## config.mk

```make
export PLATFORM = sky130hd
export DESIGN_NAME = pet_action_scheduler_flat
export DESIGN_NICKNAME = d
export VERILOG_FILES = /design/src/rtl/pet_action_scheduler_if.sv /design/src/rtl/pet_action_scheduler.sv /design/src/flat_wrapper.sv
export SDC_FILE = /design/constraint.sdc
export NUM_CORES = 1
export LEC_CHECK = 0
export CORE_MARGIN = 4
export CORE_UTILIZATION = 33
export CTS_CLUSTER_DIAMETER = 40
export DETAILED_ROUTE_END_ITERATION = 12
export GPL_ROUTABILITY_DRIVEN = 0
export PLACE_DENSITY = 0.57
export SYNTH_ARGS = -nofsm -noshare
export SYNTH_HDL_FRONTEND = slang
export SYNTH_SLANG_ARGS = --single-unit
```

## constraint.sdc

```tcl
create_clock -name Clk -period 1.8 [get_ports Clk]
set_input_delay 0.36 -clock Clk [delete_from_list [all_inputs] [get_ports Clk]]
set_output_delay 0.36 -clock Clk [all_outputs]
set_load 0.05 [all_outputs]
```

## src/rtl/pet_action_scheduler_if.sv

```systemverilog
// Action offer handshake between pet_action_scheduler (master) and game_state (slave).
interface pet_action_scheduler_if;
    logic       act_valid;
    logic       act_ready;
    logic [1:0] act_code;

    modport master (output act_valid, output act_code, input act_ready);
    modport slave  (input act_valid, input act_code, output act_ready);
endinterface

```

## src/rtl/pet_action_scheduler.sv

```systemverilog
// Maps keycode presses to one-shot pet actions and frame-timed decay events with per-action cooldown.
// Optional macro PET_SCHED_STATS_EN adds a saturating drop_cnt output.
module pet_action_scheduler #(
    parameter int unsigned COOLDOWN_FRAMES = 60,
    parameter int unsigned DECAY_FRAMES    = 120,
    parameter logic [7:0]  KEY_FEED        = 8'h09,
    parameter logic [7:0]  KEY_PLAY        = 8'h13,
    parameter logic [7:0]  KEY_HEAL        = 8'h0B
) (
    input  logic                   Clk,
    input  logic                   Reset,
    input  logic                   vs,
    input  logic [7:0]             keycode,
    pet_action_scheduler_if.master act,
`ifdef PET_SCHED_STATS_EN
    output logic [7:0]             drop_cnt,
`endif
    output logic                   busy,
    output logic                   frame_tick
);
    typedef enum logic [1:0] {IDLE, OFFER_ACT, OFFER_DECAY, COOLDOWN} state_t;

    state_t     state;
    logic       vs_q;
    logic [7:0] key_q;
    logic [9:0] decay_cnt;
    logic       decay_pend;
    logic [7:0] cd_cnt;
    logic       slot_valid;
    logic [1:0] slot_code;
    logic       valid_q;
    logic [1:0] code_q;

    logic       key_hit;
    logic [1:0] press_code;
    logic       press;
    logic       wrap;
    logic       lost;
    logic       xfer;

    assign frame_tick = vs & ~vs_q;
    assign act.act_valid = valid_q;
    assign act.act_code  = code_q;

    always_comb begin
        key_hit    = 1'b1;
        press_code = 2'b00;
        if (keycode == KEY_FEED)      press_code = 2'b01;
        else if (keycode == KEY_PLAY) press_code = 2'b10;
        else if (keycode == KEY_HEAL) press_code = 2'b11;
        else                          key_hit    = 1'b0;
    end

    assign press = key_hit && (keycode != key_q);
    assign wrap  = frame_tick && (decay_cnt == 10'(DECAY_FRAMES - 1));
    assign lost  = wrap && decay_pend;
    assign xfer  = valid_q && act.act_ready;

    always_ff @(posedge Clk) begin
        if (Reset) begin
            state      <= IDLE;
            vs_q       <= 1'b1;
            key_q      <= '0;
            decay_cnt  <= '0;
            decay_pend <= 1'b0;
            cd_cnt     <= '0;
            slot_valid <= 1'b0;
            slot_code  <= '0;
            valid_q    <= 1'b0;
            code_q     <= '0;
            busy       <= 1'b0;
        end else begin
            vs_q  <= vs;
            key_q <= keycode;
            if (frame_tick)
                decay_cnt <= wrap ? '0 : decay_cnt + 10'd1;
            // A wrap coinciding with a decay transfer is lost: it found the flag still set.
            if (state == OFFER_DECAY && xfer)
                decay_pend <= 1'b0;
            if (wrap && !decay_pend)
                decay_pend <= 1'b1;

            case (state)
                IDLE: begin
                    if (press) begin
                        state      <= OFFER_ACT;
                        valid_q    <= 1'b1;
                        code_q     <= press_code;
                        slot_valid <= 1'b0;
                    end else if (slot_valid) begin
                        state      <= OFFER_ACT;
                        valid_q    <= 1'b1;
                        code_q     <= slot_code;
                        slot_valid <= 1'b0;
                    end else if (decay_pend) begin
                        state   <= OFFER_DECAY;
                        valid_q <= 1'b1;
                        code_q  <= 2'b00;
                    end
                end
                OFFER_ACT: begin
                    if (xfer) begin
                        valid_q <= 1'b0;
                        if (COOLDOWN_FRAMES == 0) begin
                            state <= IDLE;
                        end else begin
                            state  <= COOLDOWN;
                            busy   <= 1'b1;
                            cd_cnt <= 8'(COOLDOWN_FRAMES);
                        end
                    end
                end
                OFFER_DECAY: begin
                    if (press) begin
                        slot_valid <= 1'b1;
                        slot_code  <= press_code;
                    end
                    if (xfer) begin
                        valid_q <= 1'b0;
                        state   <= IDLE;
                    end
                end
                COOLDOWN: begin
                    if (cd_cnt == 8'd0) begin
                        state <= IDLE;
                        busy  <= 1'b0;
                    end else if (frame_tick) begin
                        cd_cnt <= cd_cnt - 8'd1;
                    end
                end
                default: state <= IDLE;
            endcase
        end
    end

`ifdef PET_SCHED_STATS_EN
    logic       press_drop;
    logic [8:0] drop_sum;

    // An overwritten slot counts as a dropped press, whether the newcomer lands in the slot or in IDLE.
    assign press_drop = press && ((state == OFFER_ACT) || (state == COOLDOWN) ||
                                  (((state == IDLE) || (state == OFFER_DECAY)) && slot_valid));
    assign drop_sum   = {1'b0, drop_cnt} + {8'd0, press_drop} + {8'd0, lost};

    always_ff @(posedge Clk) begin
        if (Reset)
            drop_cnt <= '0;
        else
            drop_cnt <= drop_sum[8] ? 8'hFF : drop_sum[7:0];
    end
`endif
endmodule
```

## src/flat_wrapper.sv

```systemverilog
// flat-port wrapper written by rule: the top's interface ports become plain ports
module pet_action_scheduler_flat 
#(
    parameter int unsigned COOLDOWN_FRAMES = 60,
    parameter int unsigned DECAY_FRAMES    = 120,
    parameter logic [7:0]  KEY_FEED        = 8'h09,
    parameter logic [7:0]  KEY_PLAY        = 8'h13,
    parameter logic [7:0]  KEY_HEAL        = 8'h0B
)
  (Clk, Reset, vs, keycode, busy, frame_tick, act_act_valid, act_act_code, act_act_ready);
  pet_action_scheduler_if act_i ();
  input  logic Clk;
  input  logic Reset;
  input  logic vs;
  input  logic [7:0] keycode;
  output logic busy;
  output logic frame_tick;
  output wire logic [$bits(act_i.act_valid)-1:0] act_act_valid;
  output wire logic [$bits(act_i.act_code)-1:0] act_act_code;
  input wire logic [$bits(act_i.act_ready)-1:0] act_act_ready;
  assign act_act_valid = act_i.act_valid;
  assign act_act_code = act_i.act_code;
  assign act_i.act_ready = act_act_ready;
  pet_action_scheduler #(.COOLDOWN_FRAMES(COOLDOWN_FRAMES), .DECAY_FRAMES(DECAY_FRAMES), .KEY_FEED(KEY_FEED), .KEY_PLAY(KEY_PLAY), .KEY_HEAL(KEY_HEAL)) u_core (.Clk(Clk), .Reset(Reset), .vs(vs), .keycode(keycode), .act(act_i), .busy(busy), .frame_tick(frame_tick));
endmodule
```

Yosys cells after proc, flatten, opt, wreduce, memory -nomap -nowiden
Index checks and enable logic that the tools add are counted.
Cells by class
  $add $sub $neg: 2
  eq/ne operators: 16
  multiplexer cells: 33
  bitwise operators: 2
  reductions and logical operators: 21
Operators by type and width (count)
  $mux 2: 12
  $mux 8: 3
  $eq 8x4->1 const B: 2
  $pmux 8 s2: 1
  $mux 1: 12
  $ne 2x1->1 const B: 6
  $add 10x1->10 const B: 1
  $eq 10x7->1 const B: 1
  $mux 10: 1
  $eq 8x5->1 const B: 1
  $logic_not 8->1: 1
  $ne 8x8->1: 1
  $pmux 2 s4: 1
  $reduce_and 4->1: 2
  $reduce_bool 2->1: 4
  $sub 8x1->8 const B: 1
  $pmux 1 s2: 3
  $reduce_and 2->1: 3
  $reduce_and 3->1: 2
  $logic_and 1x1->1: 5
  $eq 2x2->1 const B: 2
  $ne 4x1->1 const B: 1
  $reduce_bool 3->1: 1
  $eq 2x1->1 const B: 1
  other kinds (6): 6
Storage, ports and cells
  register bits: 37
  input port bits: 12

Depth between registers and ports, before layout
Gate-level depths: netlist of run 1.
  depth in word-level cells: 7
  gate-level depth with buffers: 7

Worst setup path before layout of run 1
No wires, ideal clock.
  kind: register to register
  start: register u_core.cd_cnt[0]
  end: register u_core.cd_cnt[6]
  setup time: 79 ps
  arrival: 1680 ps
  data required time: 1721 ps
  setup slack: 41 ps
  cell stages (with the launch flop): 8
  path buffers: 0
  cells stage by stage: dfxtp_1 -> inv_1 -> ha_1 -> or3b_2 -> o21ai_4 -> a211oi_2 -> a21o_1 -> a211oi_2
On the way
  word-level cells in the longest chain between the ends: 4
  elaborated cells on any way between the ends: 7
Ends and longest elaborated chain
  from (decl): line pet_action_scheduler.sv:28  | logic [7:0] cd_cnt;
  from (signal assigned): line pet_action_scheduler.sv:109  | cd_cnt <= 8'(COOLDOWN_FRAMES);
  from (signal assigned): line pet_action_scheduler.sv:128  | cd_cnt <= cd_cnt - 8'd1;
  $sub 8x1->8: line pet_action_scheduler.sv:128
  $mux 8: line pet_action_scheduler.sv:127  | end else if (frame_tick) begin
  $mux 8: line pet_action_scheduler.sv:124  | if (cd_cnt == 8'd0) begin
  $pmux 8 s2: line pet_action_scheduler.sv:83  | case (state)
Several ways; a longest one is shown, not always the timed one. The select of a mux whose other input is x is not followed.
A chain may end at the register's enable or synchronous reset.

Worst setup path in the final report of run 1
Ends and elaborated chain as after synthesis.

==> results.cfg, run 1 <==
[timing]
finalHoldViolCount = 0
max_freq_mhz = 563
slew_headroom = 0.756
finalCritPeriodShare = 0.987
holdWs_ns = 0.469
finalMaxSlewViolations = 0
fin_crit_ns = 1.78
setup-violations-final = 0
finalClockSkew_ns = 0.0128
worst_pin_slew_ns = 0.362
rsz0062_at_grt = true

[cts]
tritoncts = yes
clock_sinks = 37
clockBufferDepth = 2
cts_buffers = 5
cts.root.buffer_cell = clkbuf_8
clkLatencyLatePin_ns = 0.29
clk_pin_slew_worst_paths_ns = 0.08
cts_hold_buf = 0
h-tree-depth = 2

[worst_setup_path]
reg2reg_from = u_core.cd_cnt[0]$_SDFFE_PP0P_
path_buf_inv = 2
path_class = register to register
r2r_slack_ns = 0.02
crit_path_end_kind = register
cp.arrival_ns = 1.99
timing.rr.end = u_core.cd_cnt[6]$_SDFFE_PP0P_
cp.depth = 8
reg2reg_depth = 8
max_stage_delay_ns = 0.42
crit_slowest_cell = or3b_4
crit_chain = inv_2 > ha_1 > or3b_4 > o21ai_4 > a211oi_2 > buf_4 > a21o_1 > a211oi_2
required_ns = 2.01
critPathLaunchType = register
crit_top_cell = a211oi_2
path_max_fanout = 3
crit_family = compound AO/OA/AOI/OAI gates

[power_and_ir_drop]
p_per_area_mw_per_mm2 = 782
p_leak_uw = 0.00106
total_power_uw = 2020
ir_drop_v = 0.000435

[placement]
place_inst = 336
io_buffers = 16
dp_hpwl_um = 3180
place_area_mm2 = 0.00248

[routing]
wl_um = 4140
vias = 1681
drt_drc_violations_left = 0
drtPass1Iterations = 4
detail-route-antenna-nets = 0
drtIter0Drc = 45
viasPerCell = 4.89
detail_route.wl_per_cell_um = 12.0

[global_route]
grt_max_degree = 19
grt_util_all_layers = 0.123
antenna_found_initial = 0
grt_pass1_vias = 1625
overflow = 0
grt_pass1_wl_um = 7310

[die]
start_util = 0.349
coreArea_mm2 = 0.00568
fp-row-count = 27
io_pins = 17
die_x_um = 85.4
die_h_um = 85.4
die_area_mm2 = 0.00730

[final_layout]
diodes = 0
layout.cells.non_filler = 344
num-fill-cells = 568
drive_gt1_frac = 0.276
fin_util = 0.456
layout.nets = 291
final_cell_area_mm2 = 0.00259
syn2layout_area_growth_pct = 30.7

[min_path]
hold_depth = 2
hold_end = u_core.decay_cnt[1]$_SDFFE_PP0P_
min_from = u_core.decay_cnt[1]$_SDFFE_PP0P_
min_path_type = register to register

[logic_synthesis]
syn_inst = 215
ys_async_sr_fraction = 0
syn_nets = 234
avgSynthCellArea_um2 = 9.21
netlist_area_mm2 = 0.00198
synthFlopType = dfxtp_1
synth-seq-cells = 37
synth_edf_count = 0
yosysUniqueCellTypes = 58
yosys_warnings = 0
synth-seq-area-share = 0.374

[status]
status = finished clean

[job]
cap_violations = 0
-- tightest hold or removal path: cells and delay by family (launching register included) --
family,cells,cell delay [ns]
flip-flops,1,0.32
AO/OA/AOI/OAI,1,0.05
AND/OR/NAND/NOR,1,0.05
-- kinds of logic after synthesis --
group | after synthesis | synth area share
buffers and inverters | 19 | 0.0474
adder cells (fa/ha/maj) | 7 | 0.0442
XOR/XNOR | 21 | 0.0929
AO/OA/AOI/OAI | 48 | 0.192
flip-flops | 37 | 0.374
multiplexers | 1 | 0.00569
AND/OR/NAND/NOR | 82 | 0.244
-- registers in the layout (all words and copies together), names as in the netlist, 2 cells and up --
name	flops
u_core.key_q	8
u_core.state	2
u_core.slot_code	2
u_core.cd_cnt	8
u_core.act.act_code	2
u_core.decay_cnt	10
-- Yosys cell counts (3+ instances only) --
cell type / n / area, um^2
xor2_1: 8 / 70.1
xnor2_1: 13 / 114
a21oi_1: 13 / 65.1
o21a_1: 3 / 22.5
nor3_1: 5 / 25.0
nand2_1: 11 / 41.3
nor2_1: 11 / 41.3
o21ai_0: 5 / 25.0
and2_1: 4 / 25.0
nand2b_1: 6 / 37.5
o211ai_1: 3 / 22.5
dfxtp_1: 37 / 741
nor2b_1: 9 / 56.3
nand4_1: 7 / 43.8
nand3_1: 8 / 40.0
inv_1: 13 / 48.8
a211oi_1: 4 / 30.0
ha_1: 7 / 87.6
and4_1: 3 / 26.3
-- stage by stage --
step	TNS [ns]	worst slack (ns)
2_1_floorplan	0	0.0406
3_3_place_gp	-3.17	-0.370
3_5_place_dp	-3.39	-0.400
4_1_cts	0	0.00920
5_1_grt	-0.110	-0.0920
6_report	0	0.0232
-- how the worst max path moves through the flow --
stage | start | to | slack, ns
floorplan | u_core.cd_cnt[0]$_SDFFE_PP0P_ | u_core.cd_cnt[6]$_SDFFE_PP0P_ | 0.04
global placement | keycode[3] | u_core.act.act_code[1]$_SDFFE_PP0P_ | -0.37
detailed placement | keycode[3] | u_core.act.act_code[1]$_SDFFE_PP0P_ | -0.40
CTS | u_core.cd_cnt[0]$_SDFFE_PP0P_ | u_core.cd_cnt[6]$_SDFFE_PP0P_ | 0.009
global route | u_core.cd_cnt[0]$_SDFFE_PP0P_ | u_core.cd_cnt[6]$_SDFFE_PP0P_ | -0.09
finish | u_core.cd_cnt[0]$_SDFFE_PP0P_ | u_core.cd_cnt[6]$_SDFFE_PP0P_ | 0.02
-- layout by cell type, fill, tap and decap left out, drive strengths merged, types with 7 or more instances in the layout --
master / netlist / final
buf: 2 / 45
dfxtp: 37 / 37
a21oi: 14 / 14
xnor2: 13 / 13
inv: 13 / 13
nor2: 11 / 11
nand2: 11 / 11
nor2b: 9 / 9
nand3: 8 / 8
xor2: 8 / 8
dlygate4sd2: 0 / 8
o21ai: 8 / 8
nand4: 7 / 7
ha: 7 / 7
nand2b: 7 / 7
-- power breakdown --
group / internal [uW] / switching (uW) / total (uW) / leakage, uW
clock network: 268 / 290 / 558 / 0.0000412
logic: 286 / 292 / 578 / 0.000717
registers: 861 / 26.4 / 888 / 0.000302
-- what timing repair did --
item                       CTS  global route
pin swaps                    5             2
buffers inserted             1             0
hold endpoints to repair     0             0
gates resized for setup     12             8
setup endpoints to repair    7             4
-- cell type report --
class | count | area [um^2] | area share
Inverter | 13 | 48.8 | 0.0189
Clock buffer | 6 | 72.6 | 0.0280
Sequential cell | 37 | 743 | 0.287
Clock inverter | 1 | 8.76 | 0.00338
Tap cell | 72 | 90.1 | 0.0348
Multi-Input combinational cell | 159 | 1170 | 0.454
Timing Repair Buffer | 56 | 450 | 0.174
-- metal layers --
layer	GRT usage	share of wire	vias up
met1	0.156	0.49	772
met5	0	0	-
met4	0.0475	0.014	0
met3	0.0262	0.026	5
met2	0.201	0.47	22
li1	-	-	882
Power figures use the tool's default switching activity.
==> run 2: changes to the inputs <==
Settings changed: CORE_MARGIN 4 to 1.5, CORE_UTILIZATION 33 to 51, PLACE_DENSITY 0.57 to 0.8.
==> run 2 against run 1 <==
The run now ends with negative setup slack left. Core utilization rose by 24 points. Global-route usage increased by 9.1 points. Die area fell by 42%. Final cell count decreased by 7.3%. Non-clock buffer count decreased by 2. Maximum frequency down 2.5%. Via count is 5.6% higher. Power up 0.59%. Routed wire length up 6.6%. Critical endpoint is now u_core.cd_cnt[3]$_SDFFE_PP0P_. Highest routed layer unchanged.
==> results.cfg, run 2 (synthesis results as in run 1) <==
[status]
status = finished with violations
violations = negative setup slack

[power_and_ir_drop]
switching_share = 0.307
switching_power_uw = 625
seqPwrFrac = 0.437
p_int_uw = 1410
p_per_area_mw_per_mm2 = 791
pwr-share-clk = 0.274
p_leak_uw = 0.00106
ir_drop_v = 0.000515
comb_power_share = 0.288

[final_layout]
regMostFlops = u_core.decay_cnt
final_cell_area_mm2 = 0.00257
largest_register_ffs = 10
mostFrequentLayoutCells = buf_4 (41), dfxtp_1 (36), xnor2_1 (13), a21oi_1 (13)
diodes = 0
final_common_cell = buf_4
drive_gt1_frac = 0.280
fin_util = 0.698
layout.nets = 289
reg_top3 = u_core.decay_cnt (10), u_core.cd_cnt (8), u_core.key_q (8)
syn2layout_area_growth_pct = 30.1

[cts]
clk_pin_slew_worst_paths_ns = 0.08
clock_sinks = 37
cts_hold_buf = 0
clockBufferDepth = 2
cts_buffers = 5
cts.root.buffer_cell = clkbuf_8
tritoncts = yes
h-tree-depth = 2
clkLatencyLatePin_ns = 0.29

[worst_setup_path]
critPathLaunchType = register
required_ns = 1.98
reg2reg_depth = 8
path_class = register to register
path_max_fanout = 5
crit_path_end_kind = register
reg2reg_from = u_core.cd_cnt[0]$_SDFFE_PP0P_
timing.rr.end = u_core.cd_cnt[3]$_SDFFE_PP0P_
r2r_slack_ns = -0.02
cp.arrival_ns = 2.00

[timing]
rsz0062_at_grt = true
setup-violations-final = 1
finalClockSkew_ns = 0.00622
fin_ws_ns = -0.0217
finalHoldViolCount = 0
fin_crit_ns = 1.82
slew_headroom = 0.750
finalCritPeriodShare = 1.01
worst_pin_slew_ns = 0.371
holdWs_ns = 0.476
finalMaxSlewViolations = 0
max_freq_mhz = 549

[placement]
place_area_mm2 = 0.00244
io_buffers = 16
pre_cts_slack_ns = -0.475
dp_hpwl_um = 3210

[global_route]
overflow = 0
grt_pass1_vias = 1630
grt_max_degree = 20
grt_pass1_wl_um = 7170
grt_util_all_layers = 0.213
antenna_found_initial = 0

[die]
io_pins = 17
die_h_um = 65.3
start_util = 0.537
coreArea_mm2 = 0.00369
fp-row-count = 22
die_x_um = 65.3
die_area_mm2 = 0.00426

[min_path]
min_path_type = primary input to register
min_from = keycode[0]
hold_depth = 2
hold_end = u_core.key_q[0]$_SDFF_PP0_

[routing]
detail_route.wl_per_cell_um = 13.8
detail-route-antenna-nets = 0
drtPass1Iterations = 4
vias = 1775
viasPerCell = 5.56
drt_drc_violations_left = 0
drtIter0Drc = 124
wl_um = 4410

[job]
cap_violations = 0
-- run 2: layout make-up --
cell class | count | area, um^2
Fill cell | 296 | 1110
Timing Repair Buffer | 54 | 447
Clock buffer | 6 | 72.6
Multi-Input combinational cell | 159 | 1190
Sequential cell | 37 | 742
Tap cell | 48 | 60.1
Clock inverter | 2 | 10.0
Inverter | 13 | 48.8
-- run 2: worst max path at each step --
stage / from / endpoint / slack [ns] / cells past startpoint
floorplan: u_core.cd_cnt[0]$_SDFFE_PP0P_ / u_core.cd_cnt[6]$_SDFFE_PP0P_ / 0.04 / 7
global placement: keycode[7] / u_core.act.act_code[1]$_SDFFE_PP0P_ / -0.32 / 6
detailed placement: keycode[7] / u_core.act.act_code[1]$_SDFFE_PP0P_ / -0.48 / 6
CTS: u_core.cd_cnt[0]$_SDFFE_PP0P_ / u_core.cd_cnt[6]$_SDFFE_PP0P_ / 0.04 / 8
global route: u_core.cd_cnt[0]$_SDFFE_PP0P_ / u_core.cd_cnt[3]$_SDFFE_PP0P_ / -0.09 / 8
finish: u_core.cd_cnt[0]$_SDFFE_PP0P_ / u_core.cd_cnt[3]$_SDFFE_PP0P_ / -0.02 / 8
-- run 2: critical path, cell delays in order, from the launching register on --
cell,delay (ns)
dfxtp_2,0.33
inv_2,0.05
ha_1,0.14
or3b_4,0.42
o21ai_4,0.20
buf_4,0.16
a21oi_4,0.07
a211oi_2,0.26
nor3_2,0.08
-- run 2: metrics by stage --
| stage | total power [uW] | cells | TNS, ns |
|---|---|---|---|
| after floorplan | 1270 | 215 | 0 |
| after global placement | 1450 | 309 | -2.63 |
| after detailed placement | 1460 | 309 | -3.60 |
| after CTS | 2020 | 320 | 0 |
| after global routing | 2160 | 319 | -0.0987 |
| final | 2040 | 319 | -0.0217 |
-- run 2: routing by layer --
| metal | up-vias | part of all wire | global-route usage |
|---|---|---|---|
| met3 | 6 | 0.034 | 0.0462 |
| met5 | - | 0 | 0 |
| li1 | 870 | - | - |
| met4 | 0 | 0.011 | 0.0625 |
| met2 | 43 | 0.52 | 0.388 |
| met1 | 856 | 0.43 | 0.250 |
-- run 2: power by group through the flow --
stage	clock (uW)	sequential, uW	combinational (uW)
2_1_floorplan	0	917	355
3_3_place_gp	0	906	539
3_5_place_dp	0	909	550
4_1_cts	576	890	551
5_1_grt	620	896	640
6_report	559	890	587
-- run 2: repair_timing --
action | 4_1_cts | 5_1_grt
resized for setup | 14 | 10
pin swaps | 4 | 2
endpoints found under the setup margin | 10 | 4
setup buffers | 3 | 0
==> run 3: changes to the inputs <==
--- a/config.mk
+++ b/config.mk
@@ -12,4 +12,5 @@
 export GPL_ROUTABILITY_DRIVEN = 0
 export PLACE_DENSITY = 0.8
+export SKIP_CTS_REPAIR_TIMING = 1
 export SYNTH_ARGS = -nofsm -noshare
 export SYNTH_HDL_FRONTEND = slang
==> constraint.sdc (replaced) <==
create_clock -name Clk -period 1.8 [get_ports Clk]
set_input_delay 0.36 -clock Clk [delete_from_list [all_inputs] [get_ports Clk]]
set_output_delay 0.36 -clock Clk [all_outputs]
set_load 0.005 [all_outputs]
==> run 3 against run 2 <==
The flow now finishes without violations. Clock skew is 0.0035 ns higher. Maximum frequency is 4.9% higher. Global-route usage rose by 0.40 points. Sequential cell count is the same. Sequential power hardly changed. Clock-buffer cell count unchanged. Sequential share of layout area down 0.93 points. Clock power rose by 8.2%. Die area is the same. Combinational power grew 1%. Via count fell by 3.2%. Final cell count unchanged. Largest power group unchanged. Highest routed layer unchanged.
==> results.cfg, run 3 (synthesis results as in run 1) <==
[worst_setup_path]
timing.rr.end = u_core.cd_cnt[6]$_SDFFE_PP0P_
cp-startpoint = u_core.cd_cnt[0]$_SDFFE_PP0P_
critPathLaunchType = register
r2r_slack_ns = 0.06
cp.arrival_ns = 1.96
worstSetupEndpoint = u_core.cd_cnt[6]$_SDFFE_PP0P_
required_ns = 2.02
path_max_fanout = 4
path_class = register to register
crit_path_end_kind = register
reg2reg_depth = 8
reg2reg_from = u_core.cd_cnt[0]$_SDFFE_PP0P_

[final_layout]
regMostFlops = u_core.decay_cnt
drive_gt1_frac = 0.288
mostFrequentLayoutCells = buf_4 (36), dfxtp_1 (35), xnor2_1 (13), a21oi_1 (13)
largest_register_ffs = 10
diodes = 0
layout.nets = 290
final_common_cell = buf_4
reg_top3 = u_core.decay_cnt (10), u_core.cd_cnt (8), u_core.key_q (8)
syn2layout_area_growth_pct = 34.6
fin_util = 0.723

[min_path]
min_path_type = primary input to register

[routing]
viasPerCell = 5.39
detail_route.wl_per_cell_um = 13.6
detail-route-antenna-nets = 0
drtPass1Iterations = 4
vias = 1719
drtIter0Drc = 93
drt_drc_violations_left = 0
wl_um = 4350

[timing]
holdWs_ns = 0.352
fin_ws_ns = 0.0632
slew_headroom = 0.653
finalClockSkew_ns = 0.00968
finalHoldViolCount = 0
setup-violations-final = 0
rsz0062_at_grt = true
finalMaxSlewViolations = 0
finalCritPeriodShare = 0.965
fin_crit_ns = 1.74
max_freq_mhz = 576
worst_pin_slew_ns = 0.516

[status]
status = finished clean

[cts]
clk_pin_slew_worst_paths_ns = 0.08
clockBufferDepth = 2
cts_buffers = 5
cts.root.buffer_cell = clkbuf_8
clock_sinks = 37
h-tree-depth = 2
clkLatencyLatePin_ns = 0.29
tritoncts = yes

[power_and_ir_drop]
p_leak_uw = 0.00112
ir_drop_v = 0.000520
total_power_uw = 2090
p_per_area_mw_per_mm2 = 785

[placement]
pre_cts_slack_ns = -0.380
dp_hpwl_um = 3010
io_buffers = 16

[global_route]
grt_util_all_layers = 0.217
grt-busiest-layer = met2
grt_pass1_wl_um = 7310
grt_max_degree = 20
antenna_found_initial = 0
grtUsageMet3 = 0.0514
grtUsageMet2 = 0.378
overflow = 0
grt_pass1_vias = 1671
met1_usage = 0.264

[die]
io_pins = 17
die_area_mm2 = 0.00426
fp-row-count = 22
die_h_um = 65.3
coreArea_mm2 = 0.00369
start_util = 0.537
die_x_um = 65.3

[job]
cap_violations = 0
run 3: area by class of cell:
cell class | count | area (um^2)
inverter | 13 | 48.8
sequential | 37 | 743
timing repair buffer | 55 | 504
clock buffer | 6 | 82.6
fill | 285 | 1020
multi-input combinational | 159 | 1220
tap | 48 | 60.1
clock inverter | 1 | 7.51
run 3: critical path, cell delays in order (launching register included):
cell and delay (ns):
dfxtp_2 0.33, inv_2 0.07, ha_4 0.12, or3b_4 0.42, o21ai_4 0.18, buf_6 0.14
a211oi_4 0.07, a21o_1 0.18, a211oi_2 0.16
run 3: how the worst min path moves through the flow:
stage	from	end	slack, ns	cells after the start
finish	keycode[0]	u_core.key_q[0]$_SDFF_PP0_	0.35	2
CTS	u_core.act.act_code[0]$_SDFFE_PP0P_	u_core.act.act_code[0]$_SDFFE_PP0P_	0.47	2
global route	keycode[0]	u_core.key_q[0]$_SDFF_PP0_	0.37	2
global placement	u_core.decay_cnt[1]$_SDFFE_PP0P_	u_core.decay_cnt[1]$_SDFFE_PP0P_	0.46	2
detailed placement	u_core.act.act_code[0]$_SDFFE_PP0P_	u_core.act.act_code[0]$_SDFFE_PP0P_	0.46	2
floorplan	u_core.decay_cnt[1]$_SDFFE_PP0P_	u_core.decay_cnt[1]$_SDFFE_PP0P_	0.44	2
run 3: metal layers:
| layer | up-vias | part of all wire |
|---|---|---|
| li1 | 879 | - |
| met1 | 807 | 0.47 |
| met2 | 25 | 0.49 |
| met3 | 8 | 0.029 |
| met4 | 0 | 0.017 |
| met5 | - | 0 |
run 3: through the flow:
| stage | cell area [um^2] | setup TNS, ns | cells |
|---|---|---|---|
| after floorplan | 1980 | 0 | 215 |
| after global placement | 2460 | -3.15 | 310 |
| after detailed placement | 2460 | -3.79 | 310 |
| after CTS | 2550 | -0.680 | 317 |
| after global routing | 2670 | -0.0329 | 319 |
| final | 2670 | 0 | 319 |
run 3: report_power, final:
group | total [uW] | internal [uW] | switching, uW
clock | 605 | 303 | 302
sequential | 893 | 861 | 31.1
combinational | 594 | 287 | 307
total | 2090 | 1450 | 640
